[config.mk]
export PLATFORM = sky130hd
export DESIGN_NAME = rotate_ship
export DESIGN_NICKNAME = d
export VERILOG_FILES = /design/src/rtl/rotate_ship.sv
export SDC_FILE = /design/constraint.sdc
export NUM_CORES = 1
export LEC_CHECK = 0
export CAP_MARGIN = 0
export CORE_UTILIZATION = 55
export CTS_BUF_LIST = sky130_fd_sc_hd__clkbuf_4 sky130_fd_sc_hd__clkbuf_8
export DETAILED_ROUTE_END_ITERATION = 12
export PLACE_DENSITY = 0.79
export SLEW_MARGIN = 5
export SYNTH_ARGS = -nofsm -noshare
export SYNTH_HDL_FRONTEND = slang
export SYNTH_SLANG_ARGS = --single-unit
[constraint.sdc]
create_clock -name clk -period 2.3 [get_ports clk]
set_input_delay 0.46 -clock clk [delete_from_list [all_inputs] [get_ports clk]]
set_output_delay 0.46 -clock clk [all_outputs]
set_load 0.05 [all_outputs]
[src/rtl/rotate_ship.sv]
// Ship heading controller: buttons -> wrapping heading index -> registered Q1.17 sin/cos.
// Optional build macro ROTATE_AUTO_ACCEL_EN enables double-speed rotation after sustained holds.
module rotate_ship #(
   parameter int ANGLE_BITS = 6,
   parameter int BTN_RATE   = 20,
   parameter int DIVIDER    = 125_000,
   parameter int CLK_RATE   = 25_000_000
) (
   input  logic                  clk,
   input  logic                  reset,
   input  logic                  collision,
   input  logic                  left,
   input  logic                  right,
   output logic [ANGLE_BITS-1:0] angle,
   output logic signed [17:0]    sin_val,
   output logic signed [17:0]    cos_val,
   output logic                  trig_valid
);

   localparam int STEP_DIV = CLK_RATE / DIVIDER / BTN_RATE;
   localparam int TW       = (DIVIDER > 1) ? $clog2(DIVIDER) : 1;
   localparam int SW       = (STEP_DIV > 1) ? $clog2(STEP_DIV) : 1;
   localparam int IW       = ANGLE_BITS - 2;
   localparam int IW1      = IW + 1;
   localparam int Q        = 2 ** IW;
   localparam longint PI_FX = 64'sd3373259426;

   // Quarter-wave sine table from a Taylor series in 2^30 fixed point (integer only).
   function automatic logic [(Q+1)*17-1:0] build_tbl();
      logic [(Q+1)*17-1:0] v;
      longint x, x2, term, acc, r;
      v = '0;
      for (int k = 0; k <= Q; k++) begin
         x    = (longint'(k) * PI_FX) / longint'(2 * Q);
         x2   = (x * x) >>> 30;
         term = x;
         acc  = x;
         for (int n = 1; n <= 7; n++) begin
            term = -((term * x2) >>> 30) / (longint'(2 * n) * longint'(2 * n + 1));
            acc  = acc + term;
         end
         r = (acc * 64'sd131072 + (64'sd1 <<< 29)) >>> 30;
         if (r > 64'sd131071) r = 64'sd131071;
         if (r < 64'sd0) r = 64'sd0;
         v[k*17 +: 17] = r[16:0];
      end
      return v;
   endfunction

   localparam logic [(Q+1)*17-1:0] TBL = build_tbl();

   logic [TW-1:0]         r_tick;
   logic [SW-1:0]         r_step;
   logic [ANGLE_BITS-1:0] r_angle;
   logic                  r_angle_chg;
   logic [1:0]            r_s1_quad;
   logic [16:0]           r_s1_a;
   logic [16:0]           r_s1_b;
   logic                  r_s1_chg;
   logic signed [17:0]    r_sin;
   logic signed [17:0]    r_cos;
   logic                  r_valid;

   logic                  w_step_tick;
   logic                  w_one;
   logic [ANGLE_BITS-1:0] w_delta;
   logic [ANGLE_BITS-1:0] w_next;
   logic [IW-1:0]         w_i;
   logic [IW1-1:0]        w_qi;
   logic [16:0]           w_a;
   logic [16:0]           w_b;
   logic signed [17:0]    w_pa;
   logic signed [17:0]    w_pb;
   logic signed [17:0]    w_sin;
   logic signed [17:0]    w_cos;

   assign w_step_tick = (r_tick == TW'(DIVIDER - 1)) && (r_step == SW'(STEP_DIV - 1));
   assign w_one       = left ^ right;

   always_ff @(posedge clk) begin
      if (reset) begin
         r_tick <= '0;
         r_step <= '0;
      end else if (r_tick == TW'(DIVIDER - 1)) begin
         r_tick <= '0;
         r_step <= (r_step == SW'(STEP_DIV - 1)) ? '0 : r_step + SW'(1);
      end else begin
         r_tick <= r_tick + TW'(1);
      end
   end

`ifdef ROTATE_AUTO_ACCEL_EN
   logic [1:0] r_rep;

   // Counts consecutive single-button steps; saturates at 3, where the step doubles.
   always_ff @(posedge clk) begin
      if (reset || collision) begin
         r_rep <= 2'd0;
      end else if (w_step_tick) begin
         if (!w_one) r_rep <= 2'd0;
         else if (r_rep != 2'd3) r_rep <= r_rep + 2'd1;
      end
   end

   assign w_delta = (r_rep == 2'd3) ? ANGLE_BITS'(2) : ANGLE_BITS'(1);
`else
   assign w_delta = ANGLE_BITS'(1);
`endif

   always_comb begin
      w_next = r_angle;
      if (collision) w_next = '0;
      else if (w_step_tick && w_one) w_next = left ? r_angle + w_delta : r_angle - w_delta;
   end

   always_ff @(posedge clk) begin
      if (reset) begin
         r_angle     <= '0;
         r_angle_chg <= 1'b0;
      end else begin
         r_angle     <= w_next;
         r_angle_chg <= (w_next != r_angle);
      end
   end

   assign w_i  = r_angle[IW-1:0];
   assign w_qi = IW1'(Q) - {1'b0, w_i};
   assign w_a  = TBL[int'(w_i) * 17 +: 17];
   assign w_b  = TBL[int'(w_qi) * 17 +: 17];

   // trig_valid is a one-cycle strobe with no back-pressure; sin_val/cos_val hold between strobes.
   always_ff @(posedge clk) begin
      if (reset) begin
         r_s1_quad <= 2'd0;
         r_s1_a    <= 17'd0;
         r_s1_b    <= 17'd131071;
         r_s1_chg  <= 1'b0;
         r_sin     <= 18'sd0;
         r_cos     <= 18'sd131071;
         r_valid   <= 1'b0;
      end else begin
         r_s1_quad <= r_angle[ANGLE_BITS-1 -: 2];
         r_s1_a    <= w_a;
         r_s1_b    <= w_b;
         r_s1_chg  <= r_angle_chg;
         r_sin     <= w_sin;
         r_cos     <= w_cos;
         r_valid   <= r_s1_chg;
      end
   end

   assign w_pa = {1'b0, r_s1_a};
   assign w_pb = {1'b0, r_s1_b};

   always_comb begin
      w_sin = w_pa;
      w_cos = w_pb;
      case (r_s1_quad)
         2'd0: begin w_sin = w_pa;  w_cos = w_pb;  end
         2'd1: begin w_sin = w_pb;  w_cos = -w_pa; end
         2'd2: begin w_sin = -w_pa; w_cos = -w_pb; end
         default: begin w_sin = -w_pb; w_cos = w_pa; end
      endcase
   end

   assign angle      = r_angle;
   assign sin_val    = r_sin;
   assign cos_val    = r_cos;
   assign trig_valid = r_valid;

endmodule

==> impl_metrics.csv <==
group,metric,value,unit
cells_and_area,drive_above_1_share,11.42,%
setup_path,arrival,2.49,ns
placed_design,place_congestion,0.9188,
cells_and_area,ff_latch_area,0.002052,sq mm
timing,fmax,446.7,MHz
synth,synth_edf_count,0,
cells_and_area,final_nets,744,
setup_path,crit_buf_inv,1,
synth,synth_commonest_cells,"dfxtp_1, nor2_1, nand2_1",
setup_path,slowest_delay,0.50,ns
setup_path,required,2.55,ns
cells_and_area,antennaDiodeCount,0,
timing,post-route-period-util,97.33,%
synth,synth_area_leaders,"dfxtp_1, xor2_1, nor2_1",
drt,via_per_inst,5.991,
clocking,cts-buffers-inserted,9,
setup_path,cpMaxStageDelayCell,"or3b_2",
clocking,insertion_delay,0.39,ns
floorplan,fp.dieW,103.8,microns
synth,netlist_area,0.005698,sq mm
power_and_ir_drop,p_leak,2.385,nW
clocking,htreeDepth,3,
run_status,status,"finished, final reports clean",
grt,grt_start_max_net_pins,58,
floorplan,die-area,0.01077,sq mm
timing,setup_violations,0,
cells_and_area,area_delta_synth_final,15.83,%
synth,synthDistinctLibCells,68,
drt,ant_nets,0,
cells_and_area,fillers,826,
clocking,cts_tree,"yes",
floorplan,start_util,57.50,%
setup_path,worstSetupEndpointType,"flip-flop",
setup_path,cp_cell_sequence,"inv_1 > ha_1 > or3b_2 > or2_1 > o31ai_1 > xor2_1 > a22oi_1",
setup_path,worstReg2RegStart,"r_s1_b[0]",
synth,async_reset_ff_share,0,%
setup_path,path_max_fanout,4,
grt,grt_pass1_vias,4570,
floorplan,die_h,103.8,microns
cells_and_area,final_util,66.60,%
floorplan,num_rows,36,
clocking,clk_path_buf_depth,2,
setup_path,crit_family,"simple AND/OR/NAND/NOR gates",
setup_path,endpoint,"cos_val[10]",
drt,drc,0,
setup_path,start_kind,"flip-flop",
drt,avgRoutedWirePerCell,16.02,microns
synth,synth_cells,691,
placed_design,io_buffers,47,
grt,overflow,0,
setup_path,reg2reg_slack,0.06,ns
setup_path,r2r-end,"cos_val[10]",
floorplan,io_pins,48,
clocking,clkSinkCount,102,
min_path,worstHoldPathCells,1,
synth,syn_area_per_cell,8.246,sq um
synth,ys_ff_latch,102,
timing,setup_tns,0,ns
timing,fin_skew,0.01468,ns
timing,finalMaxSlewViolations,0,
timing,finalHoldViolCount,0,
synth,synth_top_area_cell,"dfxtp_1",
timing,relSlewSlack,57.16,%
synth,seq_area_frac_synth,35.84,%
power_and_ir_drop,power,3.158,mW
placed_design,hpwl,9747,microns
grt,grt_use_total,25.55,%
drt,vias,5152,
clocking,cts_hold_buf,0,
grt,grt_first_pass_wirelength,22320,microns
setup_path,worstSetupPathType,"reg -> reg",
floorplan,coreArea,0.009910,sq mm
cells_and_area,multi_input_area,0.003376,sq mm
synth,yosysMostFrequentCell,"dfxtp_1",
clocking,cts_root_buf,"clkbuf_8",
run,cap_violations,0,
synth,ys.flop_type,"dfxtp_1",
power_and_ir_drop,vdd_drop_max,261.2,uV
timing,tightest_slew,0.6419,ns
grt,grt_antenna_before_repair,0,
drt,routed_wl,13780,microns
synth,synth_top_area_share,35.84,%
clocking,cts.clk_slew.worst_paths,0.11,ns
setup_path,critPathLaunch,"r_s1_b[0]",
min_path,hp-class,"reg -> reg",
synth,synth_nets,713,
setup_path,reg2reg_depth,7,
setup_path,path_depth,7,
drt,initialDrtViolationCount,310,
timing,layout_min_cycle_time,2.239,ns
synth,yosysWarnings,0,
timing,whs,0.4581,ns
drt,drtPass1Iterations,5,
power_and_ir_drop,powerDensity,478.5,mW/mm^2
-- per-layer routing --
metal | part of all wire (%) | wire length, microns | GRT usage, %
met1 | 45 | 6173 | 34.27
met2 | 47 | 6477 | 41.13
met3 | 6.7 | 918 | 5.979
met4 | 1.5 | 211 | 7.143
met5 | 0 | 0 | 0
-- sequential cells by signal, indices dropped and copies added, names as in the netlist --
signal       count
sin_val         18
r_angle_chg      1
trig_valid       1
r_s1_b          17
r_s1_quad        2
r_tick          17
r_s1_chg         1
r_s1_a          17
angle            6
r_step           4
cos_val         18
-- area by class of cell --
type	count	area share (%)
multi-input cells	516	51.15
flip-flops and latches	102	31.09
repair buffers	77	10.77
well taps	133	2.521
clock buffers	9	1.877
clock inverters	7	1.687
inverters	16	0.9100
-- where the power goes --
group / internal [mW] / switching (mW) / total [mW]
Clock: 0.641 / 0.666 / 1.31
Combinational: 0.0292 / 0.0480 / 0.0772
Sequential: 1.77 / 0.00544 / 1.77
Total: 2.44 / 0.720 / 3.16
-- how the worst min path moves through the flow --
stage | startpoint | endpoint | slack [ns]
4_1_cts | r_angle_chg | r_s1_chg | 0.46
3_5_place_dp | r_s1_chg | trig_valid | 0.44
3_3_place_gp | r_s1_chg | trig_valid | 0.42
5_1_grt | r_angle_chg | r_s1_chg | 0.47
2_1_floorplan | r_angle_chg | r_s1_chg | 0.41
6_report | r_angle_chg | r_s1_chg | 0.46
-- kinds of logic (layout without fill, tap and decap cells) --
| kind of cell | Yosys count | after routing | synth area share, % |
|---|---|---|---|
| compound gates | 155 | 155 | 18.38 |
| fa+ha+maj | 17 | 17 | 3.865 |
| xor+xnor | 54 | 54 | 8.301 |
| buf+inv | 73 | 109 | 5.314 |
| mux | 22 | 22 | 4.458 |
| simple gates | 268 | 268 | 23.85 |
| flops | 102 | 102 | 35.84 |
-- timing repair --
item	CTS	global route
gates resized for setup	0	3
endpoints found under the setup margin	0	24
setup buffers	0	0
-- cells in the final DEF (no fill, tap or decap), drive strengths merged, types with 12 or more instances in the layout --
cell type,count
dfxtp,102
nor3,26
nand3,27
buf,33
a21oi,40
ha,16
nor2,71
xor2,34
mux2i,13
a211oi,12
o21ai,35
nor2b,13
xnor2,20
nand2,53
inv,20
nand2b,13
clkdlybuf4s50,44
-- per-stage QoR --
stage,setup WS [ns],instance area (sq um),cells
after floorplan,0.001962,5717,691
after global placement,0.05604,6349,844
after detailed placement,-0.03415,6349,844
after CTS,0.07475,6584,860
after global routing,-0.009881,6600,860
final,0.06132,6600,860
(Power assumes the default switching activity.)
